File: config.mk
export PLATFORM = sky130hd
export DESIGN_NAME = boot_loader
export DESIGN_NICKNAME = d
export VERILOG_FILES = /design/src/rtl/boot_loader_pkg.sv /design/src/rtl/boot_loader_byte_packer.sv /design/src/rtl/boot_loader.sv
export SDC_FILE = /design/constraint.sdc
export NUM_CORES = 1
export LEC_CHECK = 0
export BUFFER_PORTS_ARGS = -buffer_cell sky130_fd_sc_hd__buf_2
export CAP_MARGIN = 10
export CORE_ASPECT_RATIO = 1.1
export CORE_MARGIN = 2
export CORE_UTILIZATION = 35
export CTS_CLUSTER_SIZE = 14
export DETAILED_ROUTE_END_ITERATION = 7
export HOLD_SLACK_MARGIN = 0.12
export PLACE_DENSITY = 0.65
export SYNTH_ARGS = -nofsm -noshare
export SYNTH_HDL_FRONTEND = slang
export SYNTH_SLANG_ARGS = --single-unit
File: constraint.sdc
create_clock -name clk -period 4.7 [get_ports clk]
set_input_delay 0.235 -clock clk [delete_from_list [all_inputs] [get_ports clk]]
set_output_delay 0.235 -clock clk [all_outputs]
set_load 0.1 [all_outputs]
File: src/rtl/boot_loader_pkg.sv
// boot_loader_pkg: shared FSM state encoding and error codes for the serial boot loader
package boot_loader_pkg;
  typedef enum logic [2:0] {HDR, CHK_LEN, DATA, CSUM, DONE, ERROR} bl_state_t;
  localparam logic [1:0] ERR_NONE = 2'b00;
  localparam logic [1:0] ERR_LEN  = 2'b01;
  localparam logic [1:0] ERR_CSUM = 2'b10;
endpackage

File: src/rtl/boot_loader_byte_packer.sv
// boot_loader_byte_packer: packs four LSB-first bytes into a word; word is valid while word_done pulses
module boot_loader_byte_packer (
  input  logic        clk,
  input  logic        reset,
  input  logic        clr,
  input  logic        in_valid,
  input  logic [7:0]  in_byte,
  output logic [31:0] word,
  output logic        word_done
);
  logic [1:0]  r_byte_idx;
  logic [31:0] r_word;
  always_ff @(posedge clk) begin
    if (reset || clr) begin
      r_byte_idx <= '0;
      r_word     <= '0;
    end else if (in_valid) begin
      r_byte_idx <= r_byte_idx + 2'd1;
      r_word     <= word;
    end
  end
  // the current byte lands in the top lane so the first byte ends up in bits [7:0]
  assign word      = {in_byte, r_word[31:8]};
  assign word_done = in_valid && r_byte_idx == 2'd3;
endmodule

File: src/rtl/boot_loader.sv
// boot_loader: receives a length-prefixed, XOR-checksummed byte frame, writes it to memory
// from BASE_ADDR and releases the core from reset once the image is verified.
module boot_loader
  import boot_loader_pkg::*;
#(
  parameter logic [31:0] BASE_ADDR = 32'h0000_0000,
  parameter int          MAX_WORDS = 1024
) (
  input  logic        clk,
  input  logic        reset,
  input  logic [7:0]  byte_in,
  input  logic        byte_valid,
  output logic        byte_ready,
  output logic [31:0] mem_addr,
  output logic [31:0] mem_wdata,
  output logic        mem_we,
  output logic        cpu_reset,
  output logic        done,
  output logic        error,
  output logic [1:0]  err_code
);
  localparam int IW = $clog2(MAX_WORDS + 1);
  bl_state_t   r_state, w_next;
  logic [31:0] r_n, r_mem_addr, r_mem_wdata;
  logic [IW-1:0] r_word_idx;
  logic [7:0]  r_csum;
  logic        r_mem_we;
  logic [1:0]  r_err_code;
  logic        w_xfer, w_pk_valid, w_word_done, w_len_bad, w_last;
  logic [31:0] w_word;
  assign byte_ready = r_state inside {HDR, DATA, CSUM};
  assign w_xfer     = byte_valid && byte_ready;
  assign w_pk_valid = w_xfer && r_state != CSUM;
  assign w_len_bad  = r_n == '0 || r_n > 32'(MAX_WORDS);
  assign w_last     = 32'(r_word_idx) + 32'd1 == r_n;
  boot_loader_byte_packer u_packer (
    .clk       (clk),
    .reset     (reset),
    .clr       (r_state == CHK_LEN),
    .in_valid  (w_pk_valid),
    .in_byte   (byte_in),
    .word      (w_word),
    .word_done (w_word_done)
  );
  always_ff @(posedge clk) begin
    if (reset) r_state <= HDR;
    else       r_state <= w_next;
  end
  always_comb begin
    w_next = r_state;
    case (r_state)
      HDR:     w_next = w_word_done ? CHK_LEN : HDR;
      CHK_LEN: w_next = w_len_bad ? ERROR : DATA;
      DATA:    w_next = (w_word_done && w_last) ? CSUM : DATA;
      CSUM:    w_next = w_xfer ? (byte_in == r_csum ? DONE : ERROR) : CSUM;
      default: w_next = r_state;
    endcase
  end
  always_ff @(posedge clk) begin
    if (reset) begin
      r_n         <= '0;
      r_word_idx  <= '0;
      r_csum      <= '0;
      r_mem_we    <= 1'b0;
      r_mem_addr  <= BASE_ADDR;
      r_mem_wdata <= '0;
      r_err_code  <= ERR_NONE;
    end else begin
      r_mem_we <= 1'b0;
      if (r_state == HDR && w_word_done) r_n <= w_word;
      if (r_state == CHK_LEN) begin
        r_word_idx <= '0;
        if (w_len_bad) r_err_code <= ERR_LEN;
      end
      if (r_state == DATA && w_xfer) r_csum <= r_csum ^ byte_in;
      // the write-out is a single registered pulse so intake never waits on it
      if (r_state == DATA && w_word_done) begin
        r_mem_we    <= 1'b1;
        r_mem_addr  <= BASE_ADDR + (32'(r_word_idx) << 2);
        r_mem_wdata <= w_word;
        r_word_idx  <= r_word_idx + IW'(1);
      end
      if (r_state == CSUM && w_xfer && byte_in != r_csum) r_err_code <= ERR_CSUM;
    end
  end
  assign mem_addr  = r_mem_addr;
  assign mem_wdata = r_mem_wdata;
  assign mem_we    = r_mem_we;
  assign cpu_reset = r_state != DONE;
  assign done      = r_state == DONE;
  assign error     = r_state == ERROR;
  assign err_code  = r_err_code;
endmodule
==> impl_results.md, run 1 <==
* Sw frac at a little under a quarter
* Hold depth at 3
* Slew @ Worst Pin at around 1.2 ns
* F_max at 0.367 GHz
* Post-synth EDFFs at 0
* Final wirelength at between 10 and 15 mm
* Post_cts resized at 0
* Tcrit/Tclk final at ~58%
* CP Capture Type: flop
* Vias in the first global route at 4,050
* Clock root cell: clkbuf_16
* DR iter-0 viols at about 300
* Setup violators final at 0
* Placeable Area at around 15,000 µm²
* Hold/Removal Path Class: input pin to flop
* Placed instance count at approximately 900
* Top Ports at 82
* Setup TNS Final at 0 ns
* Cell Area, Synth at approximately 5300 µm²
* Met2 Track Usage GR at about 27%
* Reg power frac at 42.6%
* Int Power at around 2000 µW
* Post-route ant nets at 0
* Post-CTS Setup Bufs at 0
* Die Span Y at 133 µm
* CP Data Required Time at 5.04 ns
* Initial Util at 35.6%
* Status: complete, no violations
* Diodes inserted at 0
* Global-route wire length before repair at 20.6 mm
* Largest net degree at the start of global routing at 70
* Area grow syn2layout at 17.0%
* Clock transition at the registers of the reported paths at ~0.050 ns
* Yosys Warn Count at 0
* Maximum vdd drop at 0.000233 V
* PwrDens at around 410 nW/µm²
* GRT Total Usage at about 16%
* Total number of vias at around 4,500
* Yosys cell types at 42
* Setup Skew at about 0.0065 ns
* Type of origin of the critical path: flop
* Bufs and invs on worst path at 0
* Yosys reg bits at around 130
* Endpoint, Worst Hold: u_packer.r_word[27]
* RD Place Congestion at roughly 0.86
* Clock power share at 51.6%
* Clock latency at the later pin of the worst-skew pair at 0.41 ns
* CP Class: flop to flop
* Post-Synthesis Cells at 687
* Average via count per standard cell at 4.81
* PortBufs at 60
* Most common cell after layout, fill and taps aside: nand2_1
* Reg2reg end: r_n[11]
* Sequential cell area at roughly 2500 µm²
* Initial antenna violation count at 0
* R2r startpoint: r_state[2]
* CTS H-Tree Depth at 4
* Delay of the slowest critical-path stage at between 1 and 1.5 ns
* Syn_area_per_cell at between 7 and 8 µm²
* R2r setup slk at around 2 ns
* Synth async-reset ratio at 0%
* Hold Slack at approximately 0.13 ns
* Hold path start: byte_in[3]
* CTS tree: done
* Met1 Track Usage GR at about 20%
* GR Overflow Total at 0
* Slowest stage cell, crit path: and3_1
* Final Non-Filler Cells at about 930
* Largest fanout on the critical path at 32
* Area leader, netlist: dfxtp_1
* Nets at between 700 and 800
* Max-cap violations at 0
* Crit-path leading delay family: simple AND/OR/NAND/NOR gates
* Switching power total at between 500 and 600 µW
* Die X at 121 µm
* Worst R2R Path Depth at 5
* CP cell instances: nor2_1 -> and2_1 -> and3_1 -> nand2_1 -> a21oi_1
* Fin area at around 6200 µm²
* Leak Pwr at about 0.0024 µW
* Main synth FF type: dfxtp_1
* GRT busiest layer: met2
* Die Area at 16,200 µm²
* Fillcell total at roughly 1,500
* Post-route DRC at 0
* CP arrival at ~3.1 ns
* CTS Buf Count at 17
* Post-DP HPWL at 8.48 mm
* CTS Sinks at 126
* Max Slew Vio Count at 0
* Footprint of the multi-input gates at 2500 µm²
* CTS max path bufs at 2
* Synth area leaders: dfxtp_1 47%, nand2_1 16%, a21oi_1 11%
* Most frequent cells in the layout: 221 x nand2_1, 126 x dfxtp_1, 118 x a21oi_1
* Combinational power share at under 10%
* Drt first pass iters at 5
* Layout cells sized above 1 at 13.3%
* Final Critical Period at about 2.7 ns
* Area after DPL at 5610 µm²
* Grt met3 use at about 5%
* Worst slew margin at between 20% and 30%
* Top cell type's share of synthesized area at 47.5%
* Final hold violations at 0
* Seq/Total Area, Yosys at roughly 47%
* WL/cell at between 10 and 15 µm
* RSZ-0062 raised after global routing: false
* Row count at 47
final cells by class:
class                      instances  share of cell area (%)
inverter                           4                   0.242
multi-input combinational        511                    40.2
tap                              196                    3.95
timing repair buffer              65                    5.48
clock buffer                      25                    7.81
clock inverter                     6                    1.73
sequential                       126                    40.6
kinds of logic after synthesis:
family | Yosys count | share of synthesized area, %
xor+xnor | 32 | 5.28
flops | 126 | 47.5
fa+ha+maj | 2 | 0.471
other cells | 1 | 0.0706
buf+inv | 70 | 6.95
simple gates | 314 | 25.7
compound gates | 142 | 14.0
timing repair:
item,CTS,global route
endpoints found under the setup margin,0,0
endpoints found under the hold margin,2,0
hold buffers,1,0
flip-flops by register name, summed over array words and instances, names as in the netlist:
signal               count
r_word_idx              11
u_packer.r_word         24
mem_we                   1
r_n                     32
mem_addr                11
r_state                  3
u_packer.r_byte_idx      2
r_csum                   8
err_code                 2
mem_wdata               32
power groups by stage:
stage / Sequential [µW] / Clock, µW / Combinational (µW)
after floorplan: 1110 / 0 / 139
after global placement: 1120 / 0 / 150
after detailed placement: 1120 / 0 / 150
after CTS: 1090 / 1350 / 151
after global routing: 1090 / 1400 / 160
final: 1090 / 1330 / 151
cells in the mapped netlist, types with 2 or more instances:
cell type	instances
nand3_1	8
and3_1	3
ha_1	2
nand3b_1	2
xor2_1	21
buf_4	22
clkbuf_1	25
a31oi_1	3
xnor2_1	11
a21oi_1	118
o21ai_0	13
or3_1	6
buf_2	19
nor3b_1	3
nand4_1	4
inv_1	4
dfxtp_1	126
nor4_1	12
nor3_1	2
nor2b_1	4
nand2_1	222
nor2_1	34
and2_1	4
worst reg2reg max path, delay by kind of cell, from the launching register on:
kind	cells	cell delay (ns)
simple gates	4	2.15
compound gates	1	0.16
flops	1	0.36
per-stage QoR:
stage / setup WS (ns) / power (µW) / utilization (%)
final: 1.98 / 2570 / 41.6
after global routing: 1.73 / 2650 / 41.6
after CTS: 2.00 / 2590 / 41.6
after detailed placement: 2.00 / 1270 / 37.6
after global placement: 2.04 / 1270 / 37.6
after floorplan: 2.27 / 1250 / -
worst max-delay path by stage:
stage / startpoint / end / slack (ns) / depth (start not counted)
3_5_place_dp: r_state[2] / r_n[10] / 2.00 / 5
6_report: r_state[2] / r_n[11] / 1.98 / 5
4_1_cts: r_state[2] / r_n[10] / 2.00 / 5
5_1_grt: r_state[2] / r_n[19] / 1.73 / 5
3_3_place_gp: r_state[2] / r_n[11] / 2.04 / 5
2_1_floorplan: r_state[1] / done / 2.27 / 3
routing by layer:
| layer | wire length [µm] | vias to the layer above |
|---|---|---|
| met5 | 0 | - |
| met4 | 125 | 0 |
| met3 | 616 | 8 |
| met2 | 6320 | 95 |
| met1 | 5800 | 2088 |
| li1 | - | 2300 |
Power figures use the tool's default switching activity.
==> inputs of run 2 (changes only) <==
--- a/config.mk
+++ b/config.mk
@@ -5,6 +5,7 @@
 export SDC_FILE = /design/constraint.sdc
 export NUM_CORES = 1
 export LEC_CHECK = 0
+export ABC_AREA = 1
 export BUFFER_PORTS_ARGS = -buffer_cell sky130_fd_sc_hd__buf_2
 export CAP_MARGIN = 10
 export CORE_ASPECT_RATIO = 1.1
@@ -13,7 +14,7 @@
 export CTS_CLUSTER_SIZE = 14
 export DETAILED_ROUTE_END_ITERATION = 7
 export HOLD_SLACK_MARGIN = 0.12
-export PLACE_DENSITY = 0.65
+export PLACE_DENSITY = 0.67
 export SYNTH_ARGS = -nofsm -noshare
 export SYNTH_HDL_FRONTEND = slang
 export SYNTH_SLANG_ARGS = --single-unit
==> constraint.sdc (replaced) <==
create_clock -name clk -period 2.3 [get_ports clk]
set_input_delay 0.115 -clock clk [delete_from_list [all_inputs] [get_ports clk]]
set_output_delay 0.115 -clock clk [all_outputs]
set_load 0.1 [all_outputs]
==> impl_results.md, run 2 <==
* Initial antenna violation count at 0 (unchanged)
* CP cell instances: ha_1 -> nand2_1 -> nor2_2 -> nand2_1 -> nand2_1 -> nand3_1 -> nand2_1 -> nand3_1 -> nor2_1 -> nand2_1 -> nand3_1 -> nand2_1 -> inv_1 (was nor2_1 -> and2_1 -> and3_1 -> nand2_1 -> a21oi_1)
* Post-route ant nets at 0 (unchanged)
* Setup Skew at 0.00742 ns (was 0.00653 ns)
* Post-Synthesis Cells at 721 (was 687)
* GRT Total Usage at 16.5% (was 16.2%)
* Yosys cell types at 32 (was 42)
* Clock transition at the registers of the reported paths at 0.05 ns (about the same)
* Sequential cell area at 2520 µm² (unchanged)
* WL/cell at 13.0 µm (was 13.8 µm)
* PwrDens at 841 nW/µm² (was 414 nW/µm²)
* Largest net degree at the start of global routing at 45 (was 70)
* Setup TNS Final at 0 ns (unchanged)
* Top Ports at 82 (unchanged)
* CP Capture Type: flop (unchanged)
* RD Place Congestion at 0.832 (was 0.861)
* DR iter-0 viols at 299 (was 297)
* Row count at 47 (unchanged)
* CTS tree: done (unchanged)
* Cell with the most instances after synthesis: nand2_1 (unchanged)
* Drt first pass iters at 5 (unchanged)
* Die Span Y at 133 µm (about the same)
* Post-CTS Setup Bufs at 0 (unchanged)
* Final Non-Filler Cells at 993 (was 933)
* Bufs and invs on worst path at 1 (was 0)
* CP Class: flop to flop (unchanged)
* Fin area at 6400 µm² (was 6210 µm²)
* Syn_area_per_cell at 7.34 µm² (was 7.73 µm²)
* Status: complete, no violations (unchanged)
* Area after DPL at 5700 µm² (was 5610 µm²)
* PortBufs at 60 (unchanged)
* Placed instance count at 952 (was 901)
* Final Critical Period at 1.88 ns (was 2.72 ns)
* Worst slack at placement at 0.458 ns (was 2.00 ns)
* Area leader, netlist: dfxtp_1 (unchanged)
* Leak Pwr at 0.00273 µW (was 0.00238 µW)
* CTS Sinks at 126 (unchanged)
* Most instantiated cells after synthesis: 184 x nand2_1, 126 x dfxtp_1, 94 x a21oi_1, 80 x nor2_1, 56 x o21ai_0 (was 222 x nand2_1, 126 x dfxtp_1, 118 x a21oi_1, 34 x nor2_1, 25 x clkbuf_1)
* GR Overflow Total at 0 (unchanged)
* Post-route DRC at 0 (unchanged)
* Max Slew Vio Count at 0 (unchanged)
* R2r setup slk at 0.42 ns (was 1.98 ns)
* Nets at 797 (was 738)
* Post_cts resized at 0 (unchanged)
* Hold-fix buffers, CTS at 9 (was 1)
* Fin util at 42.8% (was 41.6%)
* Total number of vias at 4,729 (was 4,491)
* Placeable Area at 14,900 µm² (unchanged)
* Layout cells sized above 1 at 14.3% (was 13.3%)
* Vias in the first global route at 4,390 (was 4,050)
* Most common cell after layout, fill and taps aside: nand2_1 (unchanged)
* Top cell type's share of synthesized area at 47.7% (was 47.5%)
* Tcrit/Tclk final at 81.9% (was 58.0%)
* Clock root cell: clkbuf_16 (unchanged)
* Final hold violations at 0 (unchanged)
* CP Data Required Time at 2.65 ns (was 5.04 ns)
* Hold/Removal Path Class: input pin to flop (unchanged)
* CTS H-Tree Depth at 4 (unchanged)
* Global-route wire length before repair at 21.1 mm (was 20.6 mm)
* Synth area leaders: dfxtp_1 48%, nand2_1 13%, a21oi_1 8.9% (was dfxtp_1 47%, nand2_1 16%, a21oi_1 11%)
* Main synth FF type: dfxtp_1 (unchanged)
* Footprint of the multi-input gates at 2350 µm² (was 2500 µm²)
* Clock latency at the later pin of the worst-skew pair at 0.41 ns (about the same)
* Final wirelength at 12.9 mm (about the same)
* Hold path start: reset (was byte_in[3])
* Fillcell total at 1,511 (was 1,525)
* Seq/Total Area, Yosys at 47.7% (was 47.5%)
* Die X at 121 µm (about the same)
* Crit-path leading delay family: simple AND/OR/NAND/NOR gates (unchanged)
* Post-synth EDFFs at 0 (unchanged)
* Diodes inserted at 0 (unchanged)
* Yosys Warn Count at 0 (unchanged)
* Average via count per standard cell at 4.76 (was 4.81)
* Worst setup margin at 0.417 ns (was 1.98 ns)
* Initial Util at 35.4% (was 35.6%)
* Maximum vdd drop at 0.000452 V (was 0.000233 V)
* Cell Area, Synth at 5290 µm² (was 5310 µm²)
* Yosys reg bits at 126 (unchanged)
* CTS max path bufs at 2 (unchanged)
* F_max at 0.531 GHz (was 0.367 GHz)
* Most frequent cells in the layout: 184 x nand2_1, 126 x dfxtp_1, 94 x a21oi_1 (was 221 x nand2_1, 126 x dfxtp_1, 118 x a21oi_1)
* Largest fanout on the critical path at 6 (was 32)
* Crit path launch: r_word_idx[0] (was r_state[2])
* RSZ-0062 raised after global routing: false (unchanged)
* Max-cap violations at 0 (unchanged)
* CTS Buf Count at 17 (unchanged)
* Post-DP HPWL at 9.05 mm (was 8.48 mm)
* Setup violators final at 0 (unchanged)
* Delay of the slowest critical-path stage at 0.41 ns (was 1.05 ns)
* Die Area at 16,100 µm² (was 16,200 µm²)
* Critical Path Most Common Cell: nand2_1
* Synth async-reset ratio at 0% (unchanged)
* R2r startpoint: r_word_idx[0] (was r_state[2])
* Type of origin of the critical path: flop (unchanged)
* CP arrival at 2.24 ns (was 3.07 ns)
* Area grow syn2layout at 20.9% (was 17.0%)
* Slowest stage cell, crit path: dfxtp_1 (was and3_1)
-- run 2: cell count changes after synthesis, sizes merged, moves of 6 or more --
cell / change
or3: -6
xnor2: -10
nor4: -13
nand3: +23
xor2: -11
a21oi: -24
o21ai: +44
inv: +42
nor2: +50
nand2: -36
clkbuf: -13
-- run 2: per-layer routing --
metal / vias up / global-route usage, % / wire length (µm)
met4: 0 / 6.39 / 228
met1: 2161 / 20.0 / 5700
li1: 2442 / - / -
met5: - / 0 / 0
met2: 112 / 28.4 / 6390
met3: 14 / 3.58 / 553
-- run 2: layout make-up --
type | instances | share of cell area (%)
repair buffers | 80 | 7.78
flip-flops and latches | 126 | 39.4
inverters | 46 | 2.70
well taps | 196 | 3.83
multi-input cells | 513 | 36.8
clock buffers | 19 | 6.92
clock inverters | 13 | 2.54
-- run 2: logic make-up after synthesis --
group           after synthesis  synth area share (%)
other cells                   1                0.0709
xor+xnor                     11                  1.82
compound gates              163                  15.9
fa+ha+maj                     2                 0.473
flops                       126                  47.7
buf+inv                     102                  9.34
simple gates                316                  24.7
-- run 2: report_power, final --
part | switching [µW] | total (µW) | internal [µW]
Clock | 988 | 2730 | 1740
Sequential | 32.8 | 2260 | 2220
Combinational | 318 | 401 | 83.2
-- run 2: worst paths after layout --
path            endpoint  cells after the start
max           r_state[0]                     13
min           r_state[0]                      4
max reg2reg   r_state[0]                     13
min reg2reg  err_code[0]                      2
-- run 2: metrics by stage --
stage | hold slack [ns] | power [µW]
final | 0.198 | 5380
after floorplan | 0.259 | 2640
after global placement | 0.414 | 2690
after CTS | 0.184 | 5420
after detailed placement | 0.417 | 2690
after global routing | 0.244 | 5560
-- run 2: worst min-delay path, cell delays in order --
cell and delay, ns:
buf_2 0.09, inv_1 0.19, nand2_1 0.13, inv_1 0.03
==> inputs of run 3 (changes only) <==
==> constraint.sdc (replaced) <==
create_clock -name clk -period 1.6 [get_ports clk]
set_input_delay 0.08 -clock clk [delete_from_list [all_inputs] [get_ports clk]]
set_output_delay 0.08 -clock clk [all_outputs]
set_load 0.1 [all_outputs]
==> impl_results.md, run 3 (synthesis results as in run 2) <==
* Max-cap violations at 0 (unchanged)
* Worst slack at placement at -0.0241 ns (was 0.458 ns)
* Most frequent cells in the layout: 175 x nand2_1, 121 x dfxtp_1, 94 x a21oi_1 (was 184 x nand2_1, 126 x dfxtp_1, 94 x a21oi_1)
* Post-route DRC at 0 (unchanged)
* Hold/Removal Path Class: input pin to flop (unchanged)
* CTS tree: done (unchanged)
* CP Capture Type: flop (unchanged)
* Hold path start: reset (unchanged)
* Die X at 121 µm (unchanged)
* Die Span Y at 133 µm (unchanged)
* Average via count per standard cell at 4.80 (was 4.76)
* Area grow syn2layout at 28.4% (was 20.9%)
* Diodes inserted at 0 (unchanged)
* Nets at 826 (was 797)
* GR Overflow Total at 0 (unchanged)
* Clock root cell: clkbuf_16 (unchanged)
* PnR Total Power at 7620 µW (was 5380 µW)
* Int Power at 5730 µW (was 4040 µW)
* Bufs and invs on worst path at 3 (was 1)
* Placeable Area at 14,900 µm² (unchanged)
* Global-route wire length before repair at 22.4 mm (was 21.1 mm)
* Final Non-Filler Cells at 1,022 (was 993)
* Final Critical Period at 1.56 ns (was 1.88 ns)
* RD Place Congestion at 0.825 (was 0.832)
* Final hold violations at 0 (unchanged)
* PortBufs at 60 (unchanged)
* Most common cell after layout, fill and taps aside: nand2_1 (unchanged)
* R2r setup slk at 0.04 ns (was 0.42 ns)
* Die Area at 16,100 µm² (unchanged)
* CTS max path bufs at 2 (unchanged)
* CTS H-Tree Depth at 4 (unchanged)
* Vias in the first global route at 4,680 (was 4,390)
* DR iter-0 viols at 257 (was 299)
* CP cell instances: ha_4 -> buf_6 -> nand4_1 -> nand3_2 -> nand2_1 -> inv_1 -> nand2_1 -> nor2_1 -> nand2_1 -> nor2_1 -> nand2_1 -> nand3_1 -> nand2_1 -> inv_1 (was ha_1 -> nand2_1 -> nor2_2 -> nand2_1 -> nand2_1 -> nand3_1 -> nand2_1 -> nand3_1 -> nor2_1 -> nand2_1 -> nand3_1 -> nand2_1 -> inv_1)
* Post-DP HPWL at 9.47 mm (was 9.05 mm)
* Initial antenna violation count at 0 (unchanged)
* CP arrival at 1.92 ns (was 2.24 ns)
* Leak Pwr at 0.00291 µW (was 0.00273 µW)
* CTS Buf Count at 17 (unchanged)
* Clock transition at the registers of the reported paths at 0.05 ns (about the same)
* Drt first pass iters at 5 (unchanged)
* Total number of vias at 4,905 (was 4,729)
* Largest fanout on the critical path at 5 (was 6)
* Crit-path leading delay family: simple AND/OR/NAND/NOR gates (unchanged)
* Sw frac at 24.8% (was 24.9%)
* GRT Total Usage at 17.4% (was 16.5%)
* CP Class: flop to flop (unchanged)
* CP Data Required Time at 1.96 ns (was 2.65 ns)
* Placed instance count at 979 (was 952)
* Setup Skew at 0.00917 ns (was 0.00742 ns)
* Final wirelength at 14.0 mm (was 12.9 mm)
* Clock latency at the later pin of the worst-skew pair at 0.41 ns (about the same)
* Reg power frac at 42.5% (was 41.9%)
* Layout cells sized above 1 at 20.7% (was 14.3%)
* Maximum vdd drop at 0.000616 V (was 0.000452 V)
* R2r startpoint: r_word_idx[1] (was r_word_idx[0])
* Type of origin of the critical path: flop (unchanged)
* WL/cell at 13.7 µm (was 13.0 µm)
* Row count at 47 (unchanged)
* Crit path launch: r_word_idx[1] (was r_word_idx[0])
* Delay of the slowest critical-path stage at 0.39 ns (was 0.41 ns)
* CTS Sinks at 126 (unchanged)
* Max Slew Vio Count at 0 (unchanged)
* Slowest stage cell, crit path: dfxtp_4 (was dfxtp_1)
* Fin util at 45.5% (was 42.8%)
* Initial Util at 35.4% (unchanged)
* Setup violators final at 0 (unchanged)
* Status: complete, no violations (unchanged)
* Largest net degree at the start of global routing at 51 (was 45)
* Switching power total at 1890 µW (was 1340 µW)
* Worst setup margin at 0.0355 ns (was 0.417 ns)
* Clock power share at 49.5% (was 50.6%)
* Critical Path Most Common Cell: nand2_1 (unchanged)
* RSZ-0062 raised after global routing: true (was false)
* Tcrit/Tclk final at 97.8% (was 81.9%)
* F_max at 0.639 GHz (was 0.531 GHz)
* PwrDens at 1120 nW/µm² (was 841 nW/µm²)
* Post-route ant nets at 0 (unchanged)
* Top Ports at 82 (unchanged)
* Combinational power share at 8.0% (was 7.4%)
-- run 3: cell types whose count changed in the layout (fill, tap and decap cells not counted), sizes merged --
cell,delta
bufinv,-1
clkinv,+2
buf,+28
inv,-3
clkbuf,+3
-- run 3: stage by stage --
stage | hold slack (ns) | setup TNS (ns) | instance area [µm²]
final | 0.175 | 0 | 6790
after global routing | 0.211 | -0.0673 | 6790
after CTS | 0.165 | 0 | 6640
after detailed placement | 0.370 | -0.0241 | 5940
after global placement | 0.367 | 0 | 5940
after floorplan | 0.224 | -0.464 | 5380
-- run 3: final cells by class --
| cell class | count | area [µm²] |
|---|---|---|
| Tap cell | 196 | 245 |
| Timing Repair Buffer | 109 | 779 |
| Multi-Input combinational cell | 513 | 2470 |
| Sequential cell | 126 | 2530 |
| Fill cell | 1498 | 8150 |
| Clock inverter | 11 | 114 |
| Inverter | 46 | 176 |
| Clock buffer | 21 | 470 |
-- run 3: routing by layer --
metal	wire (µm)	track usage (%)	vias to the layer above
li1	-	-	2486
met1	6090	20.3	2270
met2	7010	30.3	121
met3	556	4.27	28
met4	390	7.34	0
met5	0	0	-
-- run 3: final timing paths --
check | endpoint | depth (start not counted)
setup / recovery | r_state[0] | 14
hold / removal | r_n[7] | 4
setup reg to reg | r_state[0] | 14
hold reg to reg | err_code[0] | 2
-- run 3: power by group through the flow --
stage | Combinational, µW | Sequential, µW | Clock [µW]
floorplan | 492 | 3300 | 0
global placement | 587 | 3310 | 0
detailed placement | 590 | 3310 | 0
CTS | 612 | 3240 | 3840
global route | 656 | 3240 | 4010
finish | 613 | 3240 | 3770
-- run 3: worst min-delay path: cells and delay by family --
family / cells / cell delay (ns)
compound gates: 2 / 0.18
buf+inv: 2 / 0.27
-- run 3: what timing repair did --
action | in CTS | in global routing
setup endpoints to repair | 4 | 6
hold buffers | 9 | 0
setup buffers | 0 | 1
gates resized for setup | 8 | 35
cloned | 0 | 1
endpoints found under the hold margin | 34 | 0
pin swaps | 0 | 18
